[config.mk]
export PLATFORM = sky130hd
export DESIGN_NAME = bht_update_queue
export DESIGN_NICKNAME = d
export VERILOG_FILES = /design/src/rtl/bht_update_queue_pkg.sv /design/src/rtl/bht_update_queue.sv
export SDC_FILE = /design/constraint.sdc
export NUM_CORES = 1
export LEC_CHECK = 0
export ABC_AREA = 1
export CAP_MARGIN = 20
export CORE_MARGIN = 4
export CORE_UTILIZATION = 30
export DETAILED_ROUTE_END_ITERATION = 6
export DONT_BUFFER_PORTS = 1
export GPL_ROUTABILITY_DRIVEN = 0
export SLEW_MARGIN = 15
export SYNTH_ARGS = -nofsm -noshare
export SYNTH_HDL_FRONTEND = slang
export SYNTH_SLANG_ARGS = --single-unit
[constraint.sdc]
create_clock -name clk_i -period 5.6 [get_ports clk_i]
set_input_delay 0.28 -clock clk_i [delete_from_list [all_inputs] [get_ports clk_i]]
set_output_delay 0.28 -clock clk_i [all_outputs]
set_load 0.01 [all_outputs]
[src/rtl/bht_update_queue_pkg.sv]
// ---------------------------------------------------------------------------
// Shared type and constant definitions for the BHT update queue slice.
//
// Contents:
//   riscv      : VLEN, the virtual address width used for branch PCs.
//   ariane_pkg : TRANS_ID_BITS, bht_update_t (the {valid, pc, taken} pulse
//                to the frontend BHT), bht_uq_entry_t (one buffered branch
//                outcome) and BHT_UQ_DEPTH (default queue depth for the
//                instantiating frontend/controller).
// ---------------------------------------------------------------------------

package riscv;
    localparam int unsigned VLEN = 64;
endpackage

package ariane_pkg;
    // Scoreboard with 8 entries, so transaction IDs are 3 bits wide.
    localparam int unsigned TRANS_ID_BITS = 3;

    // Default depth of the branch-outcome queue feeding the BHT.
    localparam int unsigned BHT_UQ_DEPTH = 4;

    typedef struct packed {
        logic                   valid;
        logic [riscv::VLEN-1:0] pc;
        logic                   taken;
    } bht_update_t;

    typedef struct packed {
        logic [riscv::VLEN-1:0]   pc;
        logic                     taken;
        logic [TRANS_ID_BITS-1:0] trans_id;
    } bht_uq_entry_t;
endpackage

[src/rtl/bht_update_queue.sv]
// ---------------------------------------------------------------------------
// bht_update_queue
//
// Buffers resolved conditional-branch outcomes from the branch unit, tagged
// by scoreboard transaction ID, and releases each one to the frontend BHT as
// a single-cycle bht_update_t pulse only once its instruction commits. A
// flush drops every still-speculative entry, so the predictor only ever
// learns from retired branches.
//
// Ports:
//   clk_i, rst_i          clock, synchronous active-high reset
//   flush_i               squash all uncommitted entries
//   debug_mode_i          commits pop their entry but emit no update
//   resolve_valid_i/pc_i/taken_i/trans_id_i, resolve_ready_o
//                         enqueue side from the branch unit
//   commit_valid_i, commit_trans_id_i
//                         commit port from the scoreboard
//   bht_update_o          registered {valid, pc, taken} to the BHT
//
// Optional feature, enabled by defining BHT_UPDATE_QUEUE_STATS_EN:
//   stat_committed_o      saturating count of emitted updates
//   stat_squashed_o       saturating count of entries dropped by flush
// ---------------------------------------------------------------------------

module bht_update_queue
    import ariane_pkg::*;
#(
    parameter int unsigned DEPTH         = 4,
    parameter int unsigned TRANS_ID_BITS = ariane_pkg::TRANS_ID_BITS
) (
    input  logic                     clk_i,
    input  logic                     rst_i,
    input  logic                     flush_i,
    input  logic                     debug_mode_i,
    input  logic                     resolve_valid_i,
    input  logic [riscv::VLEN-1:0]   resolve_pc_i,
    input  logic                     resolve_taken_i,
    input  logic [TRANS_ID_BITS-1:0] resolve_trans_id_i,
    output logic                     resolve_ready_o,
    input  logic                     commit_valid_i,
    input  logic [TRANS_ID_BITS-1:0] commit_trans_id_i,
    output bht_update_t              bht_update_o
`ifdef BHT_UPDATE_QUEUE_STATS_EN
    ,
    output logic [31:0]              stat_committed_o,
    output logic [31:0]              stat_squashed_o
`endif
);

    localparam int unsigned PTR_W = $clog2(DEPTH);
    localparam int unsigned CNT_W = PTR_W + 1;

    // Entry layout follows bht_uq_entry_t but tracks the TRANS_ID_BITS
    // parameter so a non-default ID width still compares correctly.
    typedef struct packed {
        logic [riscv::VLEN-1:0]   pc;
        logic                     taken;
        logic [TRANS_ID_BITS-1:0] trans_id;
    } entry_t;

    entry_t             mem_q [DEPTH];
    logic [PTR_W-1:0]   rdPtr_q, rdPtr_d;
    logic [PTR_W-1:0]   wrPtr_q, wrPtr_d;
    logic [CNT_W-1:0]   count_q, count_d;
    bht_update_t        update_q, update_d;
    logic               push;
    logic               match;
    logic [CNT_W-1:0]   dropped;

    assign resolve_ready_o = (count_q < CNT_W'(DEPTH));
    assign bht_update_o    = update_q;

    // Only the head is compared against the commit: branches resolve and
    // commit in program order. The comparison uses registered state only,
    // so a resolve arriving in the same cycle can never match its commit.
    // A flush keeps the pop/update of a matching head, then discards
    // everything left by collapsing the read pointer onto the write pointer.
    always_comb begin
        push     = resolve_valid_i && resolve_ready_o && !flush_i;
        match    = commit_valid_i && (count_q != '0)
                   && (mem_q[rdPtr_q].trans_id == commit_trans_id_i);
        rdPtr_d  = rdPtr_q;
        wrPtr_d  = wrPtr_q;
        count_d  = count_q;
        dropped  = '0;
        update_d = update_q;
        update_d.valid = 1'b0;

        if (match) begin
            rdPtr_d = rdPtr_q + PTR_W'(1);
            if (!debug_mode_i) begin
                update_d.valid = 1'b1;
                update_d.pc    = mem_q[rdPtr_q].pc;
                update_d.taken = mem_q[rdPtr_q].taken;
            end
        end
        if (push) begin
            wrPtr_d = wrPtr_q + PTR_W'(1);
        end
        count_d = count_q + CNT_W'(push) - CNT_W'(match);

        if (flush_i) begin
            dropped = count_q - CNT_W'(match);
            rdPtr_d = wrPtr_q;
            wrPtr_d = wrPtr_q;
            count_d = '0;
        end
    end

    // Pointer, count and output register. Reset also clears any update
    // that would otherwise have been emitted on the following cycle.
    always_ff @(posedge clk_i) begin
        if (rst_i) begin
            rdPtr_q  <= '0;
            wrPtr_q  <= '0;
            count_q  <= '0;
            update_q <= '0;
        end else begin
            rdPtr_q  <= rdPtr_d;
            wrPtr_q  <= wrPtr_d;
            count_q  <= count_d;
            update_q <= update_d;
        end
    end

    // Payload storage carries no reset; pointers alone define validity.
    always_ff @(posedge clk_i) begin
        if (push) begin
            mem_q[wrPtr_q] <= '{pc:       resolve_pc_i,
                               taken:    resolve_taken_i,
                               trans_id: resolve_trans_id_i};
        end
    end

`ifdef BHT_UPDATE_QUEUE_STATS_EN
    logic [31:0] committed_q;
    logic [31:0] squashed_q;
    logic [32:0] squashSum;

    assign squashSum        = {1'b0, squashed_q} + 33'(dropped);
    assign stat_committed_o = committed_q;
    assign stat_squashed_o  = squashed_q;

    // Both counters saturate at all-ones rather than wrapping.
    always_ff @(posedge clk_i) begin
        if (rst_i) begin
            committed_q <= '0;
            squashed_q  <= '0;
        end else begin
            if (update_d.valid && (committed_q != 32'hFFFF_FFFF)) begin
                committed_q <= committed_q + 32'd1;
            end
            if (flush_i) begin
                squashed_q <= squashSum[32] ? 32'hFFFF_FFFF : squashSum[31:0];
            end
        end
    end
`endif

endmodule

==> impl_metrics.toml, run 1 <==
[cts]
clkTransAtPathRegs_ps = 60
clock_latency_ps = 540
cts_inserted_buffers = 38
cts.htree.levels = 2
clockBufferDepth = 3
cts-root-buf = "clkbuf_16"
cts.sink_count = 347
cts_tree = "yes"

[floorplan]
initial_core_util_pct = 30.4
rows = 76
dieWidth_um = 218
io_pins = 144
core_sq_um = 43300
die_area_sq_um = 47300
die_h_um = 218

[critical_path]
startpoint_type = "flop"
cp_max_fo = 69
r2r_cells = 14
crit_required_ps = 6030
reg2reg_setup_slack_ps = 2410
path_class = "reg2reg"
worst_ep_arrival_time_ps = 3620
r2r-end = "count_q[2]"
end_kind = "flop"

[power_and_ir_drop]
p_per_area_nw_per_um2 = 355
p_sw_mw = 1.21
vdd_drop_max_uv = 257
power_frac_clock_pct = 43.2
switching_share_pct = 21.7
power_frac_seq_pct = 51.5
cellLeakagePower_nw = 5.75
internal_power_mw = 4.35
combPwrFrac_pct = 5.3

[timing]
slew_violations = 0
relSlewSlack_pct = 38.0
min_period_ps = 3190
hold_violations = 0
tightest_slew_ps = 930
skew_ps = 15.7
grt_setup_unrepaired = "no"
timing.fmax_mhz = 313
setup_violations = 0
min_period_over_period_pct = 57.0
finalSetupTns_ps = 0

[synth]
netlist_area_sq_um = 13200
synth_top_area_share_pct = 62.0
yosysTopAreaCell = "edfxtp_1"
synth_seq_cells = 347
syn-num-nets = 1232
ys_types = 22
yosysWarningCount = 0
synthCells = 1149
seq_area_frac_synth_pct = 73.4
synth_area_leaders = "edfxtp_1, dfxtp_1, nor2_1"
syn_avg_cell_area_sq_um = 11.5

[layout]
area_delta_synth_final_pct = 19.1
final_cell_mix = "edfxtp_1, nor2_1, nand2_1"
layout-drive-gt1-share_pct = 6.21
num-nets-final = 1293
layout_commonest_cell = "edfxtp_1"
multiInputGateArea_sq_um = 2950
register_area_sq_um = 9670
final_cells = 1825
fillerInstances = 4247

[global_route]
grt_pass1_wl_um = 48300
grt_remaining_overflow = 0
antenna_found_initial = 2
grt_max_degree = 83
grt_usage_pct = 13.1
grt_pass1_vias = 8159

[routing]
first_iter_violations = 543
final_antenna_net_count = 0
wl_per_cell_um = 17.2
route.vias.total = 8206
drt_pre_antenna_iters = 4
via_per_inst = 4.50
drc = 0
wl_um = 31400

[place]
place_inst = 1685
hpwl_um = 17800
port_buffers = 0

[worst_hold_path]
hold_depth = 3
min_from = "flush_i"
hp-class = "in2reg"

[status]
status = "finished, final reports clean"

[job]
max-cap-violations = 0
[metrics by stage]
| stage | total power [mW] | area [sq um] | setup WS, ps | util, % | hold WS, ps |
|---|---|---|---|---|---|
| after floorplan | 3.08 | 13200 | 1520 | - | 352 |
| after global placement | 3.15 | 13800 | 2450 | 31.9 | 376 |
| after detailed placement | 3.16 | 13800 | 2390 | 31.9 | 369 |
| after CTS | 5.66 | 15700 | 2380 | 36.2 | 6.72 |
| after global routing | 5.80 | 15700 | 2120 | 36.2 | 25.5 |
| final | 5.56 | 15700 | 2410 | 36.2 | 40.9 |
[cell families after synthesis]
group / count (synthesis) / share of synthesized area (%)
compound gates: 205 / 8.43
buf+inv: 146 / 4.45
flops: 347 / 73.4
xor+xnor: 4 / 0.266
simple gates: 441 / 12.8
fa+ha+maj: 6 / 0.627
[state kept, by name, indices dropped and copies added, names as in the netlist, named ones only]
signal        cells
wrPtr_q           2
mem_q           272
bht_update_o     66
count_q           3
rdPtr_q           2
[Yosys cell counts, drive strengths merged]
library cell,count
nor2,273
edfxtp,272
nand2,155
o21ai,133
inv,82
dfxtp,75
o22ai,65
clkbuf,53
buf,11
nand3,11
a21oi,6
ha,5
nand3b,2
xnor2,2
xor2,2
a21boi,1
fa,1
[worst max-delay path by stage]
stage                             endpoint       start
after floorplan                mem_q[0][0]  count_q[2]
after global placement          count_q[2]        flop
after detailed placement        count_q[2]        flop
after CTS                       count_q[2]        flop
after global routing      bht_update_o[45]        flop
final                           count_q[2]        flop
[power by group through the flow]
| stage | Combinational, mW | Clock (mW) | Sequential [mW] |
|---|---|---|---|
| global placement | 0.234 | 0 | 2.92 |
| global route | 0.332 | 2.60 | 2.87 |
| finish | 0.295 | 2.40 | 2.86 |
| floorplan | 0.175 | 0 | 2.91 |
| CTS | 0.302 | 2.49 | 2.86 |
| detailed placement | 0.238 | 0 | 2.92 |
[cell type report]
cell class,count,area share [%]
clock buffer,58,6.87
inverter,82,1.98
timing repair buffer,85,5.27
antenna,1,0.0160
tap,585,4.67
sequential,347,61.7
multi-input combinational,656,18.8
clock inverter,11,0.694
[worst max-delay path: stages, from the launching register on]
cell,delay [ps]
dfxtp_4,480
inv_4,600
nand2_1,140
nand3_1,120
nand2_1,60
nand2_1,60
nand2_1,60
nor2_2,200
nand2_1,160
xor2_1,170
ha_1,220
fa_1,380
xnor2_1,170
xor2_1,170
nor2_1,50
[metal layers]
| metal | GRT usage [%] | up-vias | part of all wire [%] |
|---|---|---|---|
| met3 | 3.50 | 43 | 6.6 |
| met5 | 0 | - | 0.041 |
| met2 | 21.2 | 165 | 46 |
| met4 | 3.54 | 2 | 2.0 |
| li1 | - | 4037 | - |
| met1 | 17.5 | 3959 | 45 |
[what timing repair did]
action,CTS,global route
gates resized for setup,0,0
buffers inserted,0,0
hold endpoints to repair,280,0
endpoints found under the setup margin,0,0
hold buffers,70,0
(Power assumes the default switching activity.)
==> inputs of run 2 (changes only) <==
Clock period 5.6 ns to 2.7 ns, I/O delays scaled along.
==> run 2 against run 1 <==
Net effect:
- power grew 110%
- maximum frequency grew 29%
- die area is the same
- critical path type unchanged
==> impl_metrics.toml, run 2 (synthesis gave the netlist of run 1 again) <==
[routing]
first_iter_violations = 534
final_antenna_net_count = 0
drt_pre_antenna_iters = 4
wl_per_cell_um = 16.9
route.vias.total = 8303
wl_um = 30900
drc = 0
via_per_inst = 4.53

[power_and_ir_drop]
combPwrFrac_pct = 5.5
cellLeakagePower_nw = 5.82
vdd_drop_max_uv = 555
p_sw_mw = 2.56
p_per_area_nw_per_um2 = 741
internal_power_mw = 9.21
switching_share_pct = 21.8
total_power_mw = 11.8
power_frac_seq_pct = 50.3
power_frac_clock_pct = 44.2

[timing]
tightest_slew_ps = 859
grt_setup_unrepaired = "no"
min_period_ps = 2470
min_period_over_period_pct = 91.6
skew_ps = 24.5
slew_violations = 0
hold_violations = 0
relSlewSlack_pct = 42.7
setup_violations = 0
finalSetupTns_ps = 0
timing.fmax_mhz = 405

[critical_path]
crit_chain = "inv_2, nand3_1, nand3_1, nand2_1, nor2_2, nand2_1, xor2_1, ha_1, fa_1, xnor2_1, xor2_1, nor2_1"
path_delay_family = "simple AND/OR/NAND/NOR gates"
crit_required_ps = 3130
cp_num_buf_inv = 1
cp_slowest_cell = "fa_1"
end_kind = "flop"
r2r_cells = 12
slowest_delay_ps = 370
worst_ep_arrival_time_ps = 2900
cp.depth = 12
startpoint_type = "flop"
path_class = "reg2reg"
cp_max_fo = 16

[global_route]
grt_remaining_overflow = 0
grt_pass1_wl_um = 47100
grt_pass1_vias = 8010
grt_max_degree = 107
antenna_found_initial = 3
grt_usage_pct = 12.8

[cts]
cts-root-buf = "clkbuf_16"
clock_latency_ps = 540
cts_tree = "yes"
clockBufferDepth = 3
cts.sink_count = 347
cts_setup_buffers = 0
cts_inserted_buffers = 40
cts.htree.levels = 2
clkTransAtPathRegs_ps = 60

[layout]
final_cell_mix = "edfxtp_1, nor2_1, nand2_1"
layout-drive-gt1-share_pct = 6.89
largest_reg_flops = 272
num-nets-final = 1301
largest-register = "mem_q"
area_delta_synth_final_pct = 20.6
layout_commonest_cell = "edfxtp_1"

[status]
status = "finished, final reports clean"

[floorplan]
io_pins = 144
die_h_um = 218
rows = 76
initial_core_util_pct = 30.4
die_area_sq_um = 47300
core_sq_um = 43300
dieWidth_um = 218

[place]
hpwl_um = 16300
port_buffers = 0

[worst_hold_path]
hold_depth = 3
hp-class = "in2reg"

[job]
max-cap-violations = 0
run 2: changes by cell type in the layout (fill, tap and decap cells not counted), sizes merged:
cell         change
clkbuf           -5
clkinv           +5
buf              +3
dlygate4sd3      +3
clkinvlp         +2
bufinv           +1
run 2: layout make-up:
class                      count  area, sq um
antenna                        1         2.50
clock buffer                  53         1080
clock inverter                19          184
fill                        4192        27400
inverter                      82          310
multi-input combinational    656         2950
sequential                   347         9670
tap                          585          732
timing repair buffer          91          945
run 2: power groups by stage:
stage / Combinational [mW] / Clock, mW / Sequential, mW
after CTS: 0.660 / 5.40 / 5.92
final: 0.647 / 5.21 / 5.92
after detailed placement: 0.524 / 0 / 6.03
after floorplan: 0.364 / 0 / 6.02
after global routing: 0.727 / 5.62 / 5.92
after global placement: 0.515 / 0 / 6.03
run 2: metal layers:
layer	global-route usage, %	wire length [um]	part of all wire (%)
met4	3.73	621	2.0
met3	3.36	1880	6.1
met5	0	15	0.049
met2	21.6	14900	48
met1	16.4	13500	44
run 2: what timing repair did:
item | 4_1_cts | 5_1_grt
hold buffers | 73 | 0
endpoints found under the hold margin | 281 | 0
resized for setup | 0 | 0
run 2: metrics by stage:
stage / hold slack [ps] / area, sq um / worst slack [ps] / std cells / util (%)
2_1_floorplan: 207 / 13200 / -301 / 1149 / -
3_3_place_gp: 208 / 13900 / 286 / 1688 / 32.1
3_5_place_dp: 211 / 13900 / 228 / 1688 / 32.1
4_1_cts: 4.83 / 15900 / 208 / 1833 / 36.7
5_1_grt: 32.7 / 15900 / 43.8 / 1833 / 36.7
6_report: 48.1 / 15900 / 228 / 1834 / 36.7
run 2: worst paths after layout:
kind,start,endpoint,slack (ps)
setup / recovery,flop,count_q[2],230
hold / removal,resolve_valid_i,wrPtr_q[1],50
setup reg to reg,flop,count_q[2],230
hold reg to reg,rdPtr_q[1],flop,530
run 2: worst register-to-register path: stages (launching register included):
cell and delay [ps]:
dfxtp_2 350, inv_2 230, nand3_1 160, nand3_1 120, nand2_1 60, nor2_2 170
nand2_1 150, xor2_1 170, ha_1 190, fa_1 370, xnor2_1 170, xor2_1 170
nor2_1 50
==> inputs of run 3 (changes only) <==
Settings changed: CTS_BUF_LIST set to sky130_fd_sc_hd__clkbuf_8, GPL_ROUTABILITY_DRIVEN 0 to unset.
==> run 3 against run 2 <==
Net effect:
- global-route usage up 0.14 points
- sequential share of layout area decreased by 0.28 points
- worst setup slack worse by 52 ps
- sequential cell count unchanged
- power fell by 3.3%
- combinational power up 2%
- clock-buffer cell count up 19
- critical path depth shrank 2
- maximum frequency decreased by 2.0%
- clock power down 7.7%
- first-iteration DRC count is 3.0% higher
==> impl_metrics.toml, run 3 (synthesis gave the netlist of run 1 again) <==
[global_route]
grt_pass1_vias = 8277
grt_usage_pct = 13.0
grt_max_degree = 107
antenna_found_initial = 5
grt_pass1_wl_um = 47500
grt_remaining_overflow = 0

[routing]
drc = 0
first_iter_violations = 550
route.vias.total = 8450
wl_um = 32100
final_antenna_net_count = 0
wl_per_cell_um = 17.0
via_per_inst = 4.48
drt_pre_antenna_iters = 4

[place]
dpl_cell_area_sq_um = 13900
hpwl_um = 16300
place_congestion = 0.778
place_ws_ps = 228
port_buffers = 0

[cts]
clockBufferDepth = 3
cts_setup_buffers = 0
cts.sink_count = 347
cts-root-buf = "clkbuf_8"
cts_inserted_buffers = 61
cts.htree.levels = 2
clkTransAtPathRegs_ps = 60
cts_tree = "yes"
clock_latency_ps = 630

[power_and_ir_drop]
vdd_drop_max_uv = 469
total_power_mw = 11.4
p_per_area_nw_per_um2 = 714
cellLeakagePower_nw = 5.99

[timing]
grt_setup_unrepaired = "no"
relSlewSlack_pct = 42.6
layout_setup_ws_ps = 176
min_period_ps = 2520
timing.fmax_mhz = 396
setup_violations = 0
slew_violations = 0
tightest_slew_ps = 861
hold_violations = 0
skew_ps = 15.1
whs_ps = 116
finalSetupTns_ps = 0
min_period_over_period_pct = 93.5

[floorplan]
core_sq_um = 43300
dieWidth_um = 218
die_area_sq_um = 47300
initial_core_util_pct = 30.4
rows = 76
io_pins = 144
die_h_um = 218

[layout]
layout-drive-gt1-share_pct = 9.10
fillerInstances = 4200
final_cell_mix = "edfxtp_1, nor2_1, nand2_1"
largest-register = "mem_q"
multiInputGateArea_sq_um = 2950
num-nets-final = 1328
register_area_sq_um = 9670
largest_reg_flops = 272
area_delta_synth_final_pct = 21.2
layout_commonest_cell = "edfxtp_1"
design_area_sq_um = 16000

[critical_path]
end_kind = "flop"
worst_ep_arrival_time_ps = 3030
cp_max_fo = 53
crit_required_ps = 3210
startpoint_type = "flop"
setup.worst_path.end = "bht_update_o[54]"
reg2reg_setup_slack_ps = 180
r2r_cells = 10
r2r-end = "bht_update_o[54]"
path_class = "reg2reg"

[job]
max-cap-violations = 0

[worst_hold_path]
min_from = "commit_trans_id_i[1]"
hp-class = "in2reg"

[status]
status = "finished, final reports clean"
run 3: layer usage:
metal	track usage, %	wire, um	up-vias
li1	-	-	4121
met1	16.1	13900	4058
met2	21.7	15300	205
met3	3.73	2050	62
met4	4.52	722	4
met5	0	21	-
run 3: where the power goes:
group	total (mW)	internal, mW	switching [mW]
Sequential	5.92	5.88	0.0370
Clock	4.81	2.70	2.11
Combinational	0.660	0.223	0.437
run 3: what timing repair did:
| action | CTS | global route |
|---|---|---|
| endpoints found under the hold margin | 300 | 0 |
| endpoints found under the setup margin | 0 | 26 |
| resized for setup | 0 | 1 |
| hold buffers | 78 | 0 |
run 3: worst max-delay path, stage by stage (launching register included):
cell and delay, ps:
dfxtp_2 350, inv_2 230, nand3_1 150, nand3_1 120, nand2_1 70, nor2_2 140
dlygate4sd3_1 610, nand3b_4 180, clkbuf_16 320, nor2_1 170, nor2_1 60
run 3: worst min path at each step:
stage	endpoint	slack, ps	depth (start not counted)
floorplan	bht_update_o[65]	210	1
global placement	bht_update_o[65]	210	1
detailed placement	bht_update_o[65]	210	1
CTS	flop	40	6
global route	flop	110	6
finish	flop	120	6
run 3: area by class of cell:
cell class / instances / area share (%)
antenna: 3 / 0.0471
tap: 585 / 4.59
inverter: 82 / 1.94
clock inverter: 43 / 1.63
multi-input combinational: 656 / 18.5
timing repair buffer: 97 / 6.44
clock buffer: 72 / 6.21
sequential: 347 / 60.6
run 3: metrics by stage:
stage / instances / utilization, %
after global placement: 1688 / 32.1
after floorplan: 1149 / -
final: 1885 / 36.9
after global routing: 1884 / 36.9
after CTS: 1881 / 36.8
after detailed placement: 1688 / 32.1
